## src/rtl/qsn_pkg.sv

```systemverilog
// Shared constants, select encoding and tracker entry type for the 17-lane QSN scheduler.
package qsn_pkg;

   localparam int Z       = 17;
   localparam int SEL_W   = 5;
   localparam int MRG_W   = 16;
   localparam int QSN_LAT = 2;
   localparam int TAG_W   = 8;

   localparam logic [SEL_W-1:0] Z_SEL = SEL_W'(Z);

   typedef struct packed {
      logic [SEL_W-1:0] left;
      logic [SEL_W-1:0] right;
      logic [MRG_W-1:0] merge;
   } qsn_sel_t;

   typedef struct packed {
      logic             valid;
      logic             src;
      logic [TAG_W-1:0] tag;
   } qsn_trk_t;

   // Out-of-range shifts collapse to an identity shift so the QSN never sees an illegal select.
   function automatic qsn_sel_t shift_to_sel(input logic [SEL_W-1:0] s);
      qsn_sel_t         r;
      logic [SEL_W-1:0] se;
      se      = (s >= Z_SEL) ? '0 : s;
      r.left  = se;
      r.right = (se == '0) ? '0 : (Z_SEL - se);
      r.merge = {MRG_W{1'b1}} >> se;
      return r;
   endfunction

endpackage

```

## src/rtl/qsn_rr_arb2.sv

```systemverilog
// Two-way round-robin arbiter; the pointer names the port that wins a tie.
module qsn_rr_arb2 (
   input  logic clk,
   input  logic rst_n,
   input  logic req_a,
   input  logic req_b,
   output logic gnt_a,
   output logic gnt_b
);

   logic ptr_q;
   logic ptr_d;

   always_comb begin
      gnt_a = req_a & (~req_b | ~ptr_q);
      gnt_b = req_b & (~req_a |  ptr_q);
      ptr_d = ptr_q;
      if (gnt_a) begin
         ptr_d = 1'b1;
      end else if (gnt_b) begin
         ptr_d = 1'b0;
      end
   end

   always_ff @(posedge clk or negedge rst_n) begin
      if (!rst_n) begin
         ptr_q <= 1'b0;
      end else begin
         ptr_q <= ptr_d;
      end
   end

endmodule

```

## src/rtl/qsn_shift_sched_len17.sv

```systemverilog
// Arbitrates two shift requesters onto the QSN, encodes the selects and tracks each
// request through the shifter pipeline so sw_out can be attributed to its owner.
module qsn_shift_sched_len17
   import qsn_pkg::*;
(
   input  logic             sys_clk,
   input  logic             rstn,
   input  logic             a_valid,
   output logic             a_ready,
   input  logic [SEL_W-1:0] a_shift,
   input  logic [TAG_W-1:0] a_tag,
   input  logic             b_valid,
   output logic             b_ready,
   input  logic [SEL_W-1:0] b_shift,
   input  logic [TAG_W-1:0] b_tag,
   output logic [SEL_W-1:0] left_sel,
   output logic [SEL_W-1:0] right_sel,
   output logic [MRG_W-1:0] merge_sel,
   output logic             sel_valid,
   output logic             out_valid,
   output logic             out_src,
   output logic [TAG_W-1:0] out_tag,
   output logic             shift_err,
   output logic [15:0]      issue_cnt
);

   logic             gnt_a;
   logic             gnt_b;
   logic             hs;
   logic [SEL_W-1:0] g_shift;
   logic [TAG_W-1:0] g_tag;

   qsn_sel_t         sel_q,       sel_d;
   logic             sel_valid_q, sel_valid_d;
   logic             sel_src_q,   sel_src_d;
   logic [TAG_W-1:0] sel_tag_q,   sel_tag_d;
   logic             shift_err_q, shift_err_d;
   logic [15:0]      issue_cnt_q, issue_cnt_d;
   qsn_trk_t         trk_q [QSN_LAT];
   qsn_trk_t         trk_d [QSN_LAT];

   qsn_rr_arb2 u_arb (
      .clk   (sys_clk),
      .rst_n (rstn),
      .req_a (a_valid),
      .req_b (b_valid),
      .gnt_a (gnt_a),
      .gnt_b (gnt_b)
   );

   assign a_ready = gnt_a;
   assign b_ready = gnt_b;
   assign hs      = gnt_a | gnt_b;

   always_comb begin
      g_shift     = gnt_b ? b_shift : a_shift;
      g_tag       = gnt_b ? b_tag   : a_tag;
      // Selects hold on idle cycles so the QSN datapath does not toggle.
      sel_d       = sel_q;
      sel_src_d   = sel_src_q;
      sel_tag_d   = sel_tag_q;
      sel_valid_d = hs;
      shift_err_d = 1'b0;
      if (hs) begin
         sel_d       = shift_to_sel(g_shift);
         sel_src_d   = gnt_b;
         sel_tag_d   = g_tag;
         shift_err_d = (g_shift >= Z_SEL);
      end

      trk_d[0].valid = sel_valid_q;
      trk_d[0].src   = sel_src_q;
      trk_d[0].tag   = sel_tag_q;
      for (int i = 1; i < QSN_LAT; i++) begin
         trk_d[i] = trk_q[i-1];
      end

      issue_cnt_d = issue_cnt_q;
      if (hs && (issue_cnt_q != 16'hFFFF)) begin
         issue_cnt_d = issue_cnt_q + 16'd1;
      end
   end

   always_ff @(posedge sys_clk or negedge rstn) begin
      if (!rstn) begin
         sel_q       <= '0;
         sel_valid_q <= 1'b0;
         sel_src_q   <= 1'b0;
         sel_tag_q   <= '0;
         shift_err_q <= 1'b0;
         issue_cnt_q <= '0;
         for (int i = 0; i < QSN_LAT; i++) begin
            trk_q[i] <= '0;
         end
      end else begin
         sel_q       <= sel_d;
         sel_valid_q <= sel_valid_d;
         sel_src_q   <= sel_src_d;
         sel_tag_q   <= sel_tag_d;
         shift_err_q <= shift_err_d;
         issue_cnt_q <= issue_cnt_d;
         for (int i = 0; i < QSN_LAT; i++) begin
            trk_q[i] <= trk_d[i];
         end
      end
   end

   assign left_sel  = sel_q.left;
   assign right_sel = sel_q.right;
   assign merge_sel = sel_q.merge;
   assign sel_valid = sel_valid_q;
   assign shift_err = shift_err_q;
   assign issue_cnt = issue_cnt_q;
   assign out_valid = trk_q[QSN_LAT-1].valid;
   assign out_src   = trk_q[QSN_LAT-1].src;
   assign out_tag   = trk_q[QSN_LAT-1].tag;

endmodule

```

## config.mk

```make
export PLATFORM = sky130hd
export DESIGN_NAME = qsn_shift_sched_len17
export DESIGN_NICKNAME = d
export VERILOG_FILES = /design/src/rtl/qsn_pkg.sv /design/src/rtl/qsn_rr_arb2.sv /design/src/rtl/qsn_shift_sched_len17.sv
export SDC_FILE = /design/constraint.sdc
export NUM_CORES = 1
export LEC_CHECK = 0
export BUFFER_PORTS_ARGS = -buffer_cell sky130_fd_sc_hd__buf_2
export CAP_MARGIN = 10
export CORE_MARGIN = 4
export CORE_UTILIZATION = 35
export CTS_CLUSTER_DIAMETER = 200
export CTS_CLUSTER_SIZE = 25
export DETAILED_ROUTE_END_ITERATION = 8
export GPL_ROUTABILITY_DRIVEN = 0
export SYNTH_ARGS = -nofsm -noshare
export SYNTH_HDL_FRONTEND = slang
export SYNTH_HIERARCHICAL = 1
export SYNTH_SLANG_ARGS = --single-unit
```

## constraint.sdc

```tcl
create_clock -name sys_clk -period 2.1 [get_ports sys_clk]
set_clock_uncertainty 0.1 [all_clocks]
set_input_delay 0.315 -clock sys_clk [delete_from_list [all_inputs] [get_ports sys_clk]]
set_output_delay 0.315 -clock sys_clk [all_outputs]
set_load 0.03 [all_outputs]
```

==> flow_metrics.env <==
export IMPL_io_buffers=85
export IMPL_cts_root_buf="clkbuf_8"
export IMPL_leakagePower_nw=2.045
export IMPL_crit_top_cell="ha_4"
export IMPL_max_freq_mhz=493.9
export IMPL_yosys_area_share_simple=0.1657
export IMPL_synth_edf_count=0
export IMPL_hold_ws_ps=82.68
export IMPL_synth_top_family_by_area="simple AND/OR/NAND/NOR gates"
export IMPL_grt_max_degree=49
export IMPL_worst_setup_path_type="reg2reg"
export IMPL_slew_headroom=0.6988
export IMPL_cts_setup_buffers=0
export IMPL_grt_ovfl_total=0
export IMPL_synth_area_mux_share=0.03654
export IMPL_num_rows=33
export IMPL_synth_most_common_cell="dfrtp_1"
export IMPL_dp_hpwl_um=5524
export IMPL_whs_path_depth=3
export IMPL_synthFlopType="dfrtp_1"
export IMPL_postSynth_asyncResetShare=1.000
export IMPL_path_clk_slew_ps=80
export IMPL_wl_per_cell_um=14.64
export IMPL_fill_cells=792
export IMPL_synth_compound_gate_area_share=0.1092
export IMPL_fin_crit_ps=2025
export IMPL_syn_num_nets=313
export IMPL_grt_usage=0.1527
export IMPL_power_density_nw_per_um2=1064
export IMPL_cts_sinks=74
export IMPL_cp_start_kind="flip-flop"
export IMPL_reg2reg_depth=9
export IMPL_grt_pass1_wl_um=12330
export IMPL_insertion_delay_ps=340
export IMPL_synth_seq_cells=74
export IMPL_synth_xor_area_share=0.03979
export IMPL_slew_viol_final=0
export IMPL_synth_cell_types=50
export IMPL_syn_area_sq_um=3082
export IMPL_yosys_area_top_type="dfrtp_1"
export IMPL_finalSetupViolations=0
export IMPL_numCtsBuffers=9
export IMPL_cap_violations=0
export IMPL_die_area_sq_um=10370
export IMPL_slowest_stage="dfrtp_1"
export IMPL_antenna_found_initial=0
export IMPL_rsz0062_at_grt="false"
export IMPL_cts_tree="yes"
export IMPL_synth_fa_ha_area_frac=0.02030
export IMPL_synth_common_cells="dfrtp_1, nand2_1, o21ai_0"
export IMPL_grt_pass1_vias=2540
export IMPL_ys_seq_area_frac=0.6009
export IMPL_final_area_sq_um=4136
export IMPL_crit_path_max_fanout=4
export IMPL_vias_per_cell=4.857
export IMPL_tightest_slew_ps=449.7
export IMPL_routed_via_count=2438
export IMPL_drt_wl_total_um=7350
export IMPL_multi_input_area_sq_um=1210
export IMPL_antenna_cells=0
export IMPL_drive_gt1_frac=0.3678
export IMPL_ir_worst_vdd_mv=0.4514
export IMPL_status="finished clean"
export IMPL_synthCells=278
export IMPL_path_cells="nand2b_4 > and2_4 > and2_1 > a32o_2 > or2_4 > ha_4 > ha_4 > nand2_1 > o21ai_1"
export IMPL_regArea_sq_um=1852
export IMPL_die_w_um=101.8
export IMPL_synth_top_area_frac=0.6009
export IMPL_clockBufferDepth=2
export IMPL_max_stage_delay_ps=390
export IMPL_dpl_cell_area_sq_um=3874
export IMPL_finalHoldViolCount=0
export IMPL_crit_start="u_arb/ptr_q"
export IMPL_crit_arrival_ps=2190
export IMPL_hold_class="in2reg"
export IMPL_drt_iter0_markers=62
export IMPL_num_nets_final=427
export IMPL_fp_dieH_um=101.8
export IMPL_initial_utilization=0.3677
export IMPL_area_growth_pct=34.23
export IMPL_cp_required_ps=2260
export IMPL_hp_start="b_tag[5]"
export IMPL_yosysWarnings=6
export IMPL_antenna_left=0
export IMPL_route_detailed_drc=0
export IMPL_worstSetupEndpointType="flip-flop"
export IMPL_htreeDepth=3
export IMPL_synth_area_leaders="dfrtp_1, nand2_1, o21ai_0"
export IMPL_period_share=0.9642
export IMPL_fin_util=0.4935
export IMPL_final_setup_tns_ps=0
export IMPL_syn_area_per_cell_sq_um=11.09
export IMPL_timing_rr_start="u_arb/ptr_q"
export IMPL_p_total_mw=4.402
export IMPL_firstDrtPassIters=4
export IMPL_core_sq_um=8382
export IMPL_ioPinCount=86
routing by layer:
layer	wire [um]	part of all wire	vias up	global-route usage
met4	170	0.023	0	0.06963
met5	0	0	-	0
met1	3332	0.45	1151	0.2044
met3	444	0.060	14	0.02867
met2	3404	0.46	73	0.2420
li1	-	-	1200	-
cells by family after synthesis:
kind of cell    Yosys count
mux                      11
compound gates           51
xor+xnor                 14
flops                    74
buf+inv                  22
fa+ha+maj                 5
simple gates            101
final timing paths:
| path | slack (ps) | endpoint |
|---|---|---|
| setup / recovery | 80 | right_sel[3] |
| hold / removal | 80 | sel_tag_q[5] |
| setup reg to reg | 80 | right_sel[3] |
| hold reg to reg | 250 | out_src |
| max in group asynchronous | 1010 | right_sel[4] |
| min in group asynchronous | 320 | out_tag[1] |
report_power, final:
part	switching (mW)	total, mW	internal (mW)	leakage [nW]
registers	0.193	1.87	1.68	0.890
clock network	0.527	1.32	0.789	0.123
logic	0.795	1.21	0.417	1.03
total	1.52	4.40	2.89	2.05
worst max-delay path: cells and delay by family, from the launching register on:
family	cells	cell delay, ps
AOI/OAI and AO/OA	2	330
DFF	1	390
adders and majority gates	2	420
and+or+nand+nor	5	700
state kept, by name, indices dropped and copies added (netlist names):
| name | cells |
|---|---|
| issue_cnt | 16 |
| left_sel | 5 |
| merge_sel | 16 |
| out_src | 1 |
| out_tag | 8 |
| out_valid | 1 |
| right_sel | 5 |
| sel_src_q | 1 |
| sel_tag_q | 8 |
| sel_valid | 1 |
| shift_err | 1 |
| trk_d | 10 |
| u_arb/ptr_q | 1 |
cell type report:
class                           instances  area share
Clock buffer                            9     0.02995
Timing Repair Buffer                  114      0.1597
Tap cell                              105     0.03176
Sequential cell                        74      0.4477
Clock inverter                          7     0.02843
Inverter                               11    0.009982
Multi-Input combinational cell        182      0.2925
repair_timing:
action | CTS | global route
hold endpoints to repair | 26 | 0
setup endpoints to repair | 13 | 23
resized for setup | 2 | 3
hold buffers | 1 | 0
through the flow:
step / setup WS (ps) / cells
2_1_floorplan: -144.3 / 278
3_3_place_gp: -184.2 / 485
3_5_place_dp: -201.8 / 485
4_1_cts: 15.48 / 502
5_1_grt: 0.2791 / 502
6_report: 75.11 / 502
placed cells by master (no fill, tap or decap), types with 3 or more instances in the layout:
cell | synthesis | layout
nor3b_1 | 3 | 3
bufinv_16 | 0 | 3
a21oi_1 | 5 | 4
xnor2_1 | 5 | 5
nand2_1 | 36 | 36
mux2i_1 | 9 | 9
o21a_1 | 3 | 3
nand4_1 | 6 | 6
nand3_1 | 9 | 9
o21ai_0 | 23 | 20
nor2_1 | 15 | 14
o21ai_1 | 1 | 4
and4_1 | 4 | 4
nor3_1 | 9 | 9
buf_4 | 0 | 28
ha_1 | 5 | 3
inv_1 | 11 | 10
xor2_1 | 9 | 9
buf_2 | 2 | 84
clkbuf_8 | 0 | 9
dfrtp_1 | 74 | 74
Note: power is estimated with default switching activity, not from simulation.
